`src/rtl/piso_pkg.sv`:
```
// Shared types and helpers for the parallel-in/serial-out serializer.
// even_parity accepts words up to PARITY_MAX_W bits; callers zero-extend.
package piso_pkg;

  typedef enum logic [1:0] {
    IDLE   = 2'd0,
    SHIFT  = 2'd1,
    PARITY = 2'd2
  } piso_state_e;

  localparam int PARITY_MAX_W = 64;

  // Bit that makes the total count of ones even; zero padding does not change it.
  function automatic logic even_parity(input logic [PARITY_MAX_W-1:0] data);
    return ^data;
  endfunction

endpackage

```
`src/rtl/piso_serializer.sv`:
```
// Parallel-in/serial-out serializer, MSB first, advanced by a shared shift_en strobe.
// Define PISO_SERIALIZER_PARITY_EN to append an even-parity bit to every frame.
//
// state  | meaning
// IDLE   | waiting for a word; load_ready high
// SHIFT  | data bits on serial_out, one per enabled edge
// PARITY | stored parity bit on serial_out (parity build only)
module piso_serializer
  import piso_pkg::*;
#(
  parameter int WIDTH = 8
) (
  input  logic             clock,
  input  logic             reset,
  input  logic             load_valid,
  output logic             load_ready,
  input  logic [WIDTH-1:0] load_data,
  input  logic             shift_en,
  output logic             serial_out,
  output logic             frame,
  output logic             busy,
  output logic             done
);

  localparam int CNT_W = $clog2(WIDTH);
  localparam logic [CNT_W-1:0] LAST_BIT = CNT_W'(WIDTH - 1);

  piso_state_e      state, state_next;
  logic [WIDTH-1:0] shift_reg, shift_next;
  logic [CNT_W-1:0] bit_cnt, bit_cnt_next;
  logic             done_next;
`ifdef PISO_SERIALIZER_PARITY_EN
  logic             parity_q, parity_next;
`endif

  always_ff @(posedge clock or posedge reset) begin
    if (reset) begin
      state     <= IDLE;
      shift_reg <= '0;
      bit_cnt   <= '0;
      done      <= 1'b0;
`ifdef PISO_SERIALIZER_PARITY_EN
      parity_q  <= 1'b0;
`endif
    end else begin
      state     <= state_next;
      shift_reg <= shift_next;
      bit_cnt   <= bit_cnt_next;
      done      <= done_next;
`ifdef PISO_SERIALIZER_PARITY_EN
      parity_q  <= parity_next;
`endif
    end
  end

  always_comb begin
    state_next   = state;
    shift_next   = shift_reg;
    bit_cnt_next = bit_cnt;
    done_next    = 1'b0;
`ifdef PISO_SERIALIZER_PARITY_EN
    parity_next  = parity_q;
`endif
    case (state)
      IDLE: begin
        if (load_valid && load_ready) begin
          shift_next   = load_data;
          bit_cnt_next = '0;
          state_next   = SHIFT;
`ifdef PISO_SERIALIZER_PARITY_EN
          parity_next  = even_parity(PARITY_MAX_W'(load_data));
`endif
        end
      end
      SHIFT: begin
        if (shift_en) begin
          shift_next = {shift_reg[WIDTH-2:0], 1'b0};
          if (bit_cnt == LAST_BIT) begin
            bit_cnt_next = '0;
`ifdef PISO_SERIALIZER_PARITY_EN
            state_next   = PARITY;
`else
            state_next   = IDLE;
            done_next    = 1'b1;
`endif
          end else begin
            bit_cnt_next = bit_cnt + CNT_W'(1);
          end
        end
      end
`ifdef PISO_SERIALIZER_PARITY_EN
      PARITY: begin
        if (shift_en) begin
          state_next = IDLE;
          done_next  = 1'b1;
        end
      end
`endif
      default: state_next = IDLE;
    endcase
  end

  // Reset forces state to IDLE, but the block must not offer readiness while held.
  assign load_ready = (state == IDLE) && !reset;
  assign frame      = (state != IDLE);
  assign busy       = (state != IDLE);

  always_comb begin
    serial_out = 1'b0;
    case (state)
      SHIFT:  serial_out = shift_reg[WIDTH-1];
`ifdef PISO_SERIALIZER_PARITY_EN
      PARITY: serial_out = parity_q;
`endif
      default: serial_out = 1'b0;
    endcase
  end

endmodule

```
`config.mk`:
```
export PLATFORM = sky130hd
export DESIGN_NAME = piso_serializer
export DESIGN_NICKNAME = d
export VERILOG_FILES = /design/src/rtl/piso_pkg.sv /design/src/rtl/piso_serializer.sv
export SDC_FILE = /design/constraint.sdc
export NUM_CORES = 1
export LEC_CHECK = 0
export ABC_AREA = 0
export CORE_UTILIZATION = 51
export CTS_CLUSTER_DIAMETER = 200
export DETAILED_ROUTE_END_ITERATION = 7
export GPL_TIMING_DRIVEN = 0
export PLACE_DENSITY_LB_ADDON = 0.1
export SYNTH_ARGS = -nofsm -noshare
export SYNTH_HDL_FRONTEND = slang
export SYNTH_SLANG_ARGS = --single-unit
```
`constraint.sdc`:
```
create_clock -name clock -period 3.8 [get_ports clock]
set_input_delay 0.76 -clock clock [delete_from_list [all_inputs] [get_ports clock]]
set_output_delay 0.76 -clock clock [all_outputs]
set_load 0.1 [all_outputs]
```
==> results.md, run 1 <==
* Initial antenna violation count at 0
* CTS root buf: clkbuf_4
* CTS tree: yes
* PortBufs at 15
* Outcome: finished clean
* Netlist Area Pre-Place at roughly 740 sq um
* Yosys warns at 0
* Relative slew slack at 35.4%
* CP max FO at 10
* Final setup violation count at 0
* Distinct cells, synth at 18
* Max-slew violations at 0
* Crit end category: output pin
* Fin Clk Skew at 5.42 ps
* Layout area overhead at 26.4%
* CTS Buf Count at 3
* Die ar. at 1610 sq um
* Synthesized net count at 81
* Area of the multi-input gates at roughly 340 sq um
* Worst setup margin at around 630 ps
* Initial Util at 55.5%
* Required @ worst endpoint at 3040 ps
* Measured slew at the worst slew-check pin at approximately 970 ps
* Most frequent cells in the layout: clkdlybuf4s50_1, dfrtp_1, inv_1
* Post-CTS Setup Bufs at 0
* Min-delay src: bit_cnt[1]
* Avg Inst Size Synth at 11.1 sq um
* RSZ-0062 raised after global routing: false
* Cts repair resizes at 0
* Crit path DAT at 2410 ps
* Clock Path Buffers at 2
* Share of layout cells above drive strength 1 at 16.3%
* Fmax achieved at 315 MHz
* DRT iter0 DRCs at 10
* Vias per cell at around 5.9
* Hold/Removal Path Class: reg -> reg
* Cts hold-fix bufs at 0
* RePlAce Congestion at between 0.7 and 0.8
* Global route overflow at 0
* Largest register FFs at 8
* Nets at 101
* Placed cell count at 97
* Clk slew on worst S/H paths at 90 ps
* Hold_ws at 514 ps
* Vias in the first global route at ~510
* Post-route ant nets at 0
* Die Wd at 40.1 um
* Pwr Density at 741 nW/um^2
* Worst vdd ir at roughly 370 uV
* Post-Route WL at about 1500 um
* # IOs at 17
* Core box area at 1330 sq um
* Seq cells post-synth at 13
* DR pass1 iterations at 4
* Most common cell after layout, fill and taps aside: clkdlybuf4s50_1
* Critical path class: reg -> out
* Register area at between 300 and 400 sq um
* Max cap viols at 0
* Die extent in y at 40.1 um
* H-tree depth at 1
* Post-DR wirelength/cell at about 15 um
* Post-Syn Instances at between 60 and 70
* Final Hold Fails at 0
* Dpl hpwl at 1020 um
* Fraction of the cycle the final worst path needs at a little over four fifths
* Crit start category: flop
* Pwr Total at 693 uW
* Fin Setup TNS at 0 ps
* Sequential cell area fraction in the yosys report at 43.9%
* Reg2reg start: state[0]
* First-pass GRT wire length at 2410 um
* Post-route minimum period at 3170 ps
* Layout Cells excl Fill at 101
* Crit path from: state[0]
* Sink Count at 13
* Lkg Pwr at 0.000409 uW
* Fill cells at 112
* Ant. Diodes at 0
* Pin count of the biggest net entering global routing at 14
* DRC errors left at 0
* Row cnt at 13
* Pre-CTS WS at 943 ps
* Clock latency on the worst-skew pair at 280 ps
* Via count at 593
* Overall routing resource usage at 22.8%
[final timing paths]
path / to / slack [ps] / cells past startpoint
min: bit_cnt[1] / 510 / 1
max in group asynchronous: shift_reg[0] / 2930 / 2
max: serial_out / 630 / 3
max reg2reg: shift_reg[0] / 2330 / 3
min reg2reg: bit_cnt[1] / 510 / 1
min in group asynchronous: shift_reg[3] / 520 / 2
[where the power goes]
| part | internal, uW | total [uW] | leakage [uW] | switching, uW |
|---|---|---|---|---|
| Clock | 40.7 | 87.6 | 0.0000150 | 47.0 |
| Sequential | 195 | 232 | 0.000152 | 37.5 |
| Combinational | 138 | 373 | 0.000242 | 235 |
| Total | 374 | 693 | 0.000409 | 320 |
[worst max-delay path: stages (launching register included)]
cell and delay (ps):
dfrtp_1 470, clkbuf_1 370, and2_1 180, clkdlybuf4s50_1 1120
[cell usage after synthesis]
cell type	count	area share, %
mux2_1	1	1.5
dfrtp_1	13	44
and3_1	3	2.5
clkbuf_1	4	2.0
a31o_1	3	3.5
a21boi_1	1	1.0
nor4b_1	7	8.3
and2_1	2	1.7
nor4bb_1	1	1.4
buf_6	2	3.0
or3b_4	1	1.5
inv_1	9	4.6
a221oi_2	7	14
buf_4	1	1.0
nor2_1	1	0.51
a21oi_1	8	5.4
ha_1	2	3.4
nand2_1	1	0.51
[per-stage QoR]
stage	area [sq um]	utilization, %
2_1_floorplan	741	-
6_report	936	70.2
5_1_grt	936	70.2
3_3_place_gp	910	68.2
3_5_place_dp	910	68.2
4_1_cts	936	70.2
[kinds of logic (layout without fill, tap and decap cells)]
group,after synthesis,in the layout,share of synthesized area (%)
simple gates,16,16,16.4
flops,13,13,43.9
fa+ha+maj,2,2,3.38
mux,1,1,1.52
buf+inv,16,35,10.6
compound gates,19,19,24.2
[cell type report]
| cell class | count | area share [%] |
|---|---|---|
| multi-input combinational | 38 | 36.0 |
| sequential | 13 | 34.8 |
| timing repair buffer | 15 | 16.0 |
| buffer | 7 | 4.81 |
| inverter | 9 | 3.61 |
| clock buffer | 4 | 2.81 |
| tap | 15 | 2.01 |
[metal layers]
| metal | GRT usage (%) | vias to the layer above | part of all wire (%) |
|---|---|---|---|
| li1 | - | 286 | - |
| met4 | 12.9 | 0 | 2.1 |
| met2 | 37.1 | 24 | 49 |
| met5 | 0 | - | 0 |
| met3 | 3.33 | 4 | 3.4 |
| met1 | 28.5 | 279 | 46 |
No activity file was read; power rests on OpenSTA's default activity.
==> inputs of run 2 (changes only) <==
--- a/config.mk
+++ b/config.mk
@@ -6,7 +6,7 @@
 export NUM_CORES = 1
 export LEC_CHECK = 0
 export ABC_AREA = 0
-export CORE_UTILIZATION = 51
+export CORE_UTILIZATION = 47
 export CTS_CLUSTER_DIAMETER = 200
 export DETAILED_ROUTE_END_ITERATION = 7
 export GPL_TIMING_DRIVEN = 0
==> constraint.sdc (replaced) <==
create_clock -name clock -period 3.3 [get_ports clock]
set_input_delay 0.66 -clock clock [delete_from_list [all_inputs] [get_ports clock]]
set_output_delay 0.66 -clock clock [all_outputs]
set_load 0.1 [all_outputs]
==> results.md, run 2 (synthesized netlist as in run 1, its figures left out) <==
* H-tree depth at 1 (unchanged)
* Fin Setup TNS at 0 ps (unchanged)
* Post-placement cell area at 910 sq um (unchanged)
* GR Util met3 at 3.04% (was 3.33%)
* Die ar. at 1740 sq um (was 1610 sq um)
* Max cap viols at 0 (unchanged)
* RSZ-0062 raised after global routing: false (unchanged)
* CTS tree: yes (unchanged)
* Cts hold-fix bufs at 0 (unchanged)
* Sequential share of power at 33.3% (was 33.5%)
* Cts repair resizes at 0 (unchanged)
* Pin count of the biggest net entering global routing at 14 (unchanged)
* Clock Path Buffers at 2 (unchanged)
* M1 GR Usage at 26.4% (was 28.5%)
* Max-slew violations at 0 (unchanged)
* Final Hold Fails at 0 (unchanged)
* Final Cell Area at 936 sq um (unchanged)
* CP max FO at 10 (unchanged)
* Post-CTS Setup Bufs at 0 (unchanged)
* Measured slew at the worst slew-check pin at 964 ps (was 966 ps)
* Largest register FFs at 8 (unchanged)
* Post-Route WL at 1500 um (about the same)
* Via count at 593 (unchanged)
* Worst vdd ir at 372 uV (was 366 uV)
* Ant. Diodes at 0 (unchanged)
* Layout area overhead at 26.4% (unchanged)
* PortBufs at 15 (unchanged)
* Global route overflow at 0 (unchanged)
* Final setup violation count at 0 (unchanged)
* Nets at 101 (unchanged)
* CTS Buf Count at 3 (unchanged)
* Sink Count at 13 (unchanged)
* Hold/Removal Path Class: in -> async (was reg -> reg)
* Logic pwr share at 53.9% (about the same)
* Die extent in y at 41.7 um (was 40.1 um)
* DR pass1 iterations at 4 (unchanged)
* Vias in the first global route at 579 (was 513)
* Row cnt at 13 (unchanged)
* Crit path DAT at 2410 ps (about the same)
* DRT iter0 DRCs at 8 (was 10)
* Outcome: finished clean (unchanged)
* RePlAce Congestion at 0.744 (was 0.740)
* Post-route minimum period at 3070 ps
* Post-route ant nets at 0 (unchanged)
* # IOs at 17 (unchanged)
* Relative slew slack at 35.5% (was 35.4%)
* Required @ worst endpoint at 2640 ps (was 3040 ps)
* Internal power at 430 uW (was 374 uW)
* First-pass GRT wire length at 2570 um (was 2410 um)
* Overall routing resource usage at 19.1% (was 22.8%)
* Core box area at 1380 sq um (was 1330 sq um)
* Initial Util at 53.6% (was 55.5%)
* Gr busiest metal: met2 (unchanged)
* Die Wd at 41.7 um (was 40.1 um)
* Hold_ws at 421 ps (was 514 ps)
* Critical path class: reg -> out (unchanged)
* Routing usage on met2 at 30.0% (was 37.1%)
* Fraction of the cycle the final worst path needs at 93.2%
* Switching Share at 46.1% (about the same)
* Post-DR wirelength/cell at 14.9 um (was 14.8 um)
* Net Sw Power at 368 uW (was 320 uW)
* Share of layout cells above drive strength 1 at 16.3% (unchanged)
* Pwr Density at 852 nW/um^2 (was 741 nW/um^2)
* Vias per cell at 5.87 (unchanged)
* Clk pwr share at 12.7% (was 12.6%)
* Most common cell after layout, fill and taps aside: clkdlybuf4s50_1 (unchanged)
* Crit start category: flop (unchanged)
* Fmax achieved at 325 MHz
* Clock latency on the worst-skew pair at 280 ps (about the same)
* Fin Clk Skew at 14.2 ps (was 5.42 ps)
* Crit end category: output pin (unchanged)
* Clk slew on worst S/H paths at 90 ps (about the same)
* Initial antenna violation count at 0 (unchanged)
* Dpl hpwl at 1020 um (about the same)
* CTS root buf: clkbuf_4 (unchanged)
* DRC errors left at 0 (unchanged)
* Lkg Pwr at 0.000409 uW (unchanged)
* Most frequent cells in the layout: clkdlybuf4s50_1, dfrtp_1, inv_1 (unchanged)
[run 2: through the flow]
stage | std cells | total power, uW | util, % | setup slack [ps]
after floorplan | 67 | 607 | - | 270
after global placement | 97 | 692 | 65.8 | 508
after detailed placement | 97 | 698 | 65.8 | 516
after CTS | 101 | 803 | 67.7 | 202
after global routing | 101 | 847 | 67.7 | 71.9
final | 101 | 798 | 67.7 | 226
[run 2: cell type report]
cell class	instances	area [sq um]
Sequential cell	13	325
Inverter	9	33.8
Buffer	7	45.0
Fill cell	113	447
Tap cell	15	18.8
Multi-Input combinational cell	38	337
Clock buffer	4	26.3
Timing Repair Buffer	15	150
[run 2: path summary, 6_finish.rpt]
path | start | endpoint | slack [ps] | depth (start not counted)
min in group clock | bit_cnt[2] | bit_cnt[2] | 510 | 1
max | state[0] | serial_out | 230 | 3
max in group asynchronous | reset | bit_cnt[0] | 2510 | 2
min | reset | shift_reg[1] | 420 | 2
min reg2reg | bit_cnt[2] | bit_cnt[2] | 510 | 1
max reg2reg | state[0] | shift_reg[4] | 1900 | 3
[run 2: power groups by stage]
stage                     registers (uW)  logic, uW  clock network, uW
after global routing                 275        463                109
after global placement               267        424                  0
final                                266        430                102
after detailed placement             269        429                  0
after floorplan                      298        309                  0
after CTS                            266        433                105
[run 2: layer usage]
| layer | vias up | part of all wire, % |
|---|---|---|
| li1 | 285 | - |
| met1 | 295 | 48 |
| met2 | 11 | 49 |
| met3 | 2 | 2.0 |
| met4 | 0 | 0.67 |
| met5 | - | 0 |
[run 2: critical path, stage by stage, from the launching register on]
cell and delay, ps:
dfrtp_1 480, clkbuf_1 360, and2_1 190, clkdlybuf4s50_1 1120
==> inputs of run 3 (changes only) <==
--- a/config.mk
+++ b/config.mk
@@ -9,6 +9,7 @@
 export CORE_UTILIZATION = 47
 export CTS_CLUSTER_DIAMETER = 200
 export DETAILED_ROUTE_END_ITERATION = 7
+export GPL_ROUTABILITY_DRIVEN = 0
 export GPL_TIMING_DRIVEN = 0
 export PLACE_DENSITY_LB_ADDON = 0.1
 export SYNTH_ARGS = -nofsm -noshare
==> constraint.sdc (replaced) <==
create_clock -name clock -period 3.3 [get_ports clock]
set_input_delay 0.825 -clock clock [delete_from_list [all_inputs] [get_ports clock]]
set_output_delay 0.825 -clock clock [all_outputs]
set_load 0.1 [all_outputs]
==> results.md, run 3 (synthesized netlist as in run 1, its figures left out) <==
* Row cnt at 13 (unchanged)
* Clk slew on worst S/H paths at 70 ps (was 90 ps)
* Worst hold stages at 1
* PortBufs at 15 (unchanged)
* RSZ-0062 raised after global routing: false (unchanged)
* Post-route minimum period at 3090 ps (was 3070 ps)
* Max cap viols at 0 (unchanged)
* Fmax achieved at 324 MHz (was 325 MHz)
* # IOs at 17 (unchanged)
* R2r setup slk at 1900 ps (about the same)
* Cts hold-fix bufs at 0 (unchanged)
* Pin count of the biggest net entering global routing at 14 (unchanged)
* Hold worst-path end: bit_cnt[2]
* Post-layout util at 67.9% (was 67.7%)
* Die Wd at 41.7 um (unchanged)
* Hold/Removal Path Class: reg -> reg (was in -> async)
* Crit start category: flop (unchanged)
* Outcome: finished clean (unchanged)
* CP max FO at 10 (unchanged)
* Pwr Density at 849 nW/um^2 (was 852 nW/um^2)
* Vias per cell at 5.87 (unchanged)
* Lkg Pwr at 0.000417 uW (was 0.000409 uW)
* R2R depth at 3 (unchanged)
* Die ar. at 1740 sq um (unchanged)
* Most common cell after layout, fill and taps aside: clkdlybuf4s50_1 (unchanged)
* Min-delay src: bit_cnt[2]
* Initial antenna violation count at 0 (unchanged)
* H-tree depth at 1 (unchanged)
* Relative slew slack at 35.5% (unchanged)
* Fraction of the cycle the final worst path needs at 93.5% (was 93.2%)
* Dpl hpwl at 1020 um (unchanged)
* Largest register FFs at 8 (unchanged)
* Post-Route WL at 1500 um (about the same)
* Post-DR wirelength/cell at 14.9 um (about the same)
* Nets at 101 (unchanged)
* Overall routing resource usage at 19.1% (unchanged)
* Initial Util at 53.6% (unchanged)
* Global route overflow at 0 (unchanged)
* Crit end category: output pin (unchanged)
* Sink Count at 13 (unchanged)
* Clock Path Buffers at 2 (unchanged)
* Critical path class: reg -> out (unchanged)
* Worst vdd ir at 372 uV (about the same)
* Measured slew at the worst slew-check pin at 964 ps (unchanged)
* CTS Buf Count at 3 (unchanged)
* Share of layout cells above drive strength 1 at 16.3% (unchanged)
* Post-route ant nets at 0 (unchanged)
* CTS root buf: clkbuf_4 (unchanged)
* DR pass1 iterations at 4 (unchanged)
* Clock latency on the worst-skew pair at 280 ps (about the same)
* Final setup violation count at 0 (unchanged)
* Die extent in y at 41.7 um (unchanged)
* Reg2reg start: state[0] (unchanged)
* First-pass GRT wire length at 2570 um (unchanged)
* Fin Setup TNS at 0 ps (unchanged)
* Reg-to-Reg End: shift_reg[4] (unchanged)
* CTS tree: yes (unchanged)
* DRT iter0 DRCs at 8 (unchanged)
* Crit path DAT at 2260 ps (was 2410 ps)
* DRC errors left at 0 (unchanged)
* Core box area at 1380 sq um (unchanged)
* Required @ worst endpoint at 2470 ps (was 2640 ps)
* Most frequent cells in the layout: clkdlybuf4s50_1, dfrtp_1, inv_1 (unchanged)
* Fill cells at 113 (unchanged)
* Vias in the first global route at 579 (unchanged)
* Max-slew violations at 0 (unchanged)
* Via count at 593 (unchanged)
* Layout area overhead at 26.7% (was 26.4%)
* Fin Clk Skew at 14.2 ps (unchanged)
* Ant. Diodes at 0 (unchanged)
* Final Hold Fails at 0 (unchanged)
run 3: changes by cell type in the layout (fill, tap and decap cells not counted):
| cell | before | now |
|---|---|---|
| clkdlybuf4s50_1 | 15 | 14 |
| dlymetal6s2s_1 | 0 | 1 |
run 3: area by class of cell:
class                           count  area (sq um)  share of cell area, %
Buffer                              7          45.0                   4.80
Clock buffer                        4          26.3                   2.80
Inverter                            9          33.8                   3.60
Multi-Input combinational cell     38           337                   35.9
Sequential cell                    13           325                   34.7
Tap cell                           15          18.8                   2.00
Timing Repair Buffer               15           153                   16.3
run 3: timing repair:
| item | 4_1_cts | 5_1_grt |
|---|---|---|
| setup buffers | 0 | 0 |
| setup endpoints to repair | 0 | 1 |
| gates resized for setup | 0 | 1 |
run 3: how the worst max path moves through the flow:
stage               cells past startpoint          to      from
floorplan                               2  load_ready  state[0]
global placement                        3  load_ready     reset
detailed placement                      3  load_ready     reset
CTS                                     3  serial_out  state[0]
global route                            3  load_ready  state[0]
finish                                  3  load_ready  state[0]
run 3: power by group:
part           switching [uW]  leakage (uW)  internal [uW]
sequential               42.0      0.000152            224
clock                    54.8     0.0000150           46.8
combinational             271      0.000250            158
total                     368      0.000417            429
run 3: layer usage:
layer	vias up	routed length [um]	track usage [%]	share of wire, %
li1	285	-	-	-
met3	2	30	3.04	2.0
met5	-	0	0	0
met4	0	10	7.10	0.66
met2	11	743	30.0	49
met1	295	719	26.4	48
run 3: critical path, cell delays in order, from the launching register on:
cell             delay [ps]
dfrtp_1                 470
clkbuf_1                250
nor2_1                  140
clkdlybuf4s50_1        1130
run 3: through the flow:
| step | hold slack (ps) | setup slack (ps) | total power, uW | cell area [sq um] | std cells |
|---|---|---|---|---|---|
| after floorplan | 476 | 105 | 607 | 741 | 67 |
| final | 514 | 213 | 797 | 938 | 101 |
| after detailed placement | 497 | 313 | 698 | 910 | 97 |
| after global placement | 497 | 314 | 692 | 910 | 97 |
| after CTS | 515 | 36.7 | 803 | 936 | 101 |
| after global routing | 538 | 83.5 | 846 | 938 | 101 |
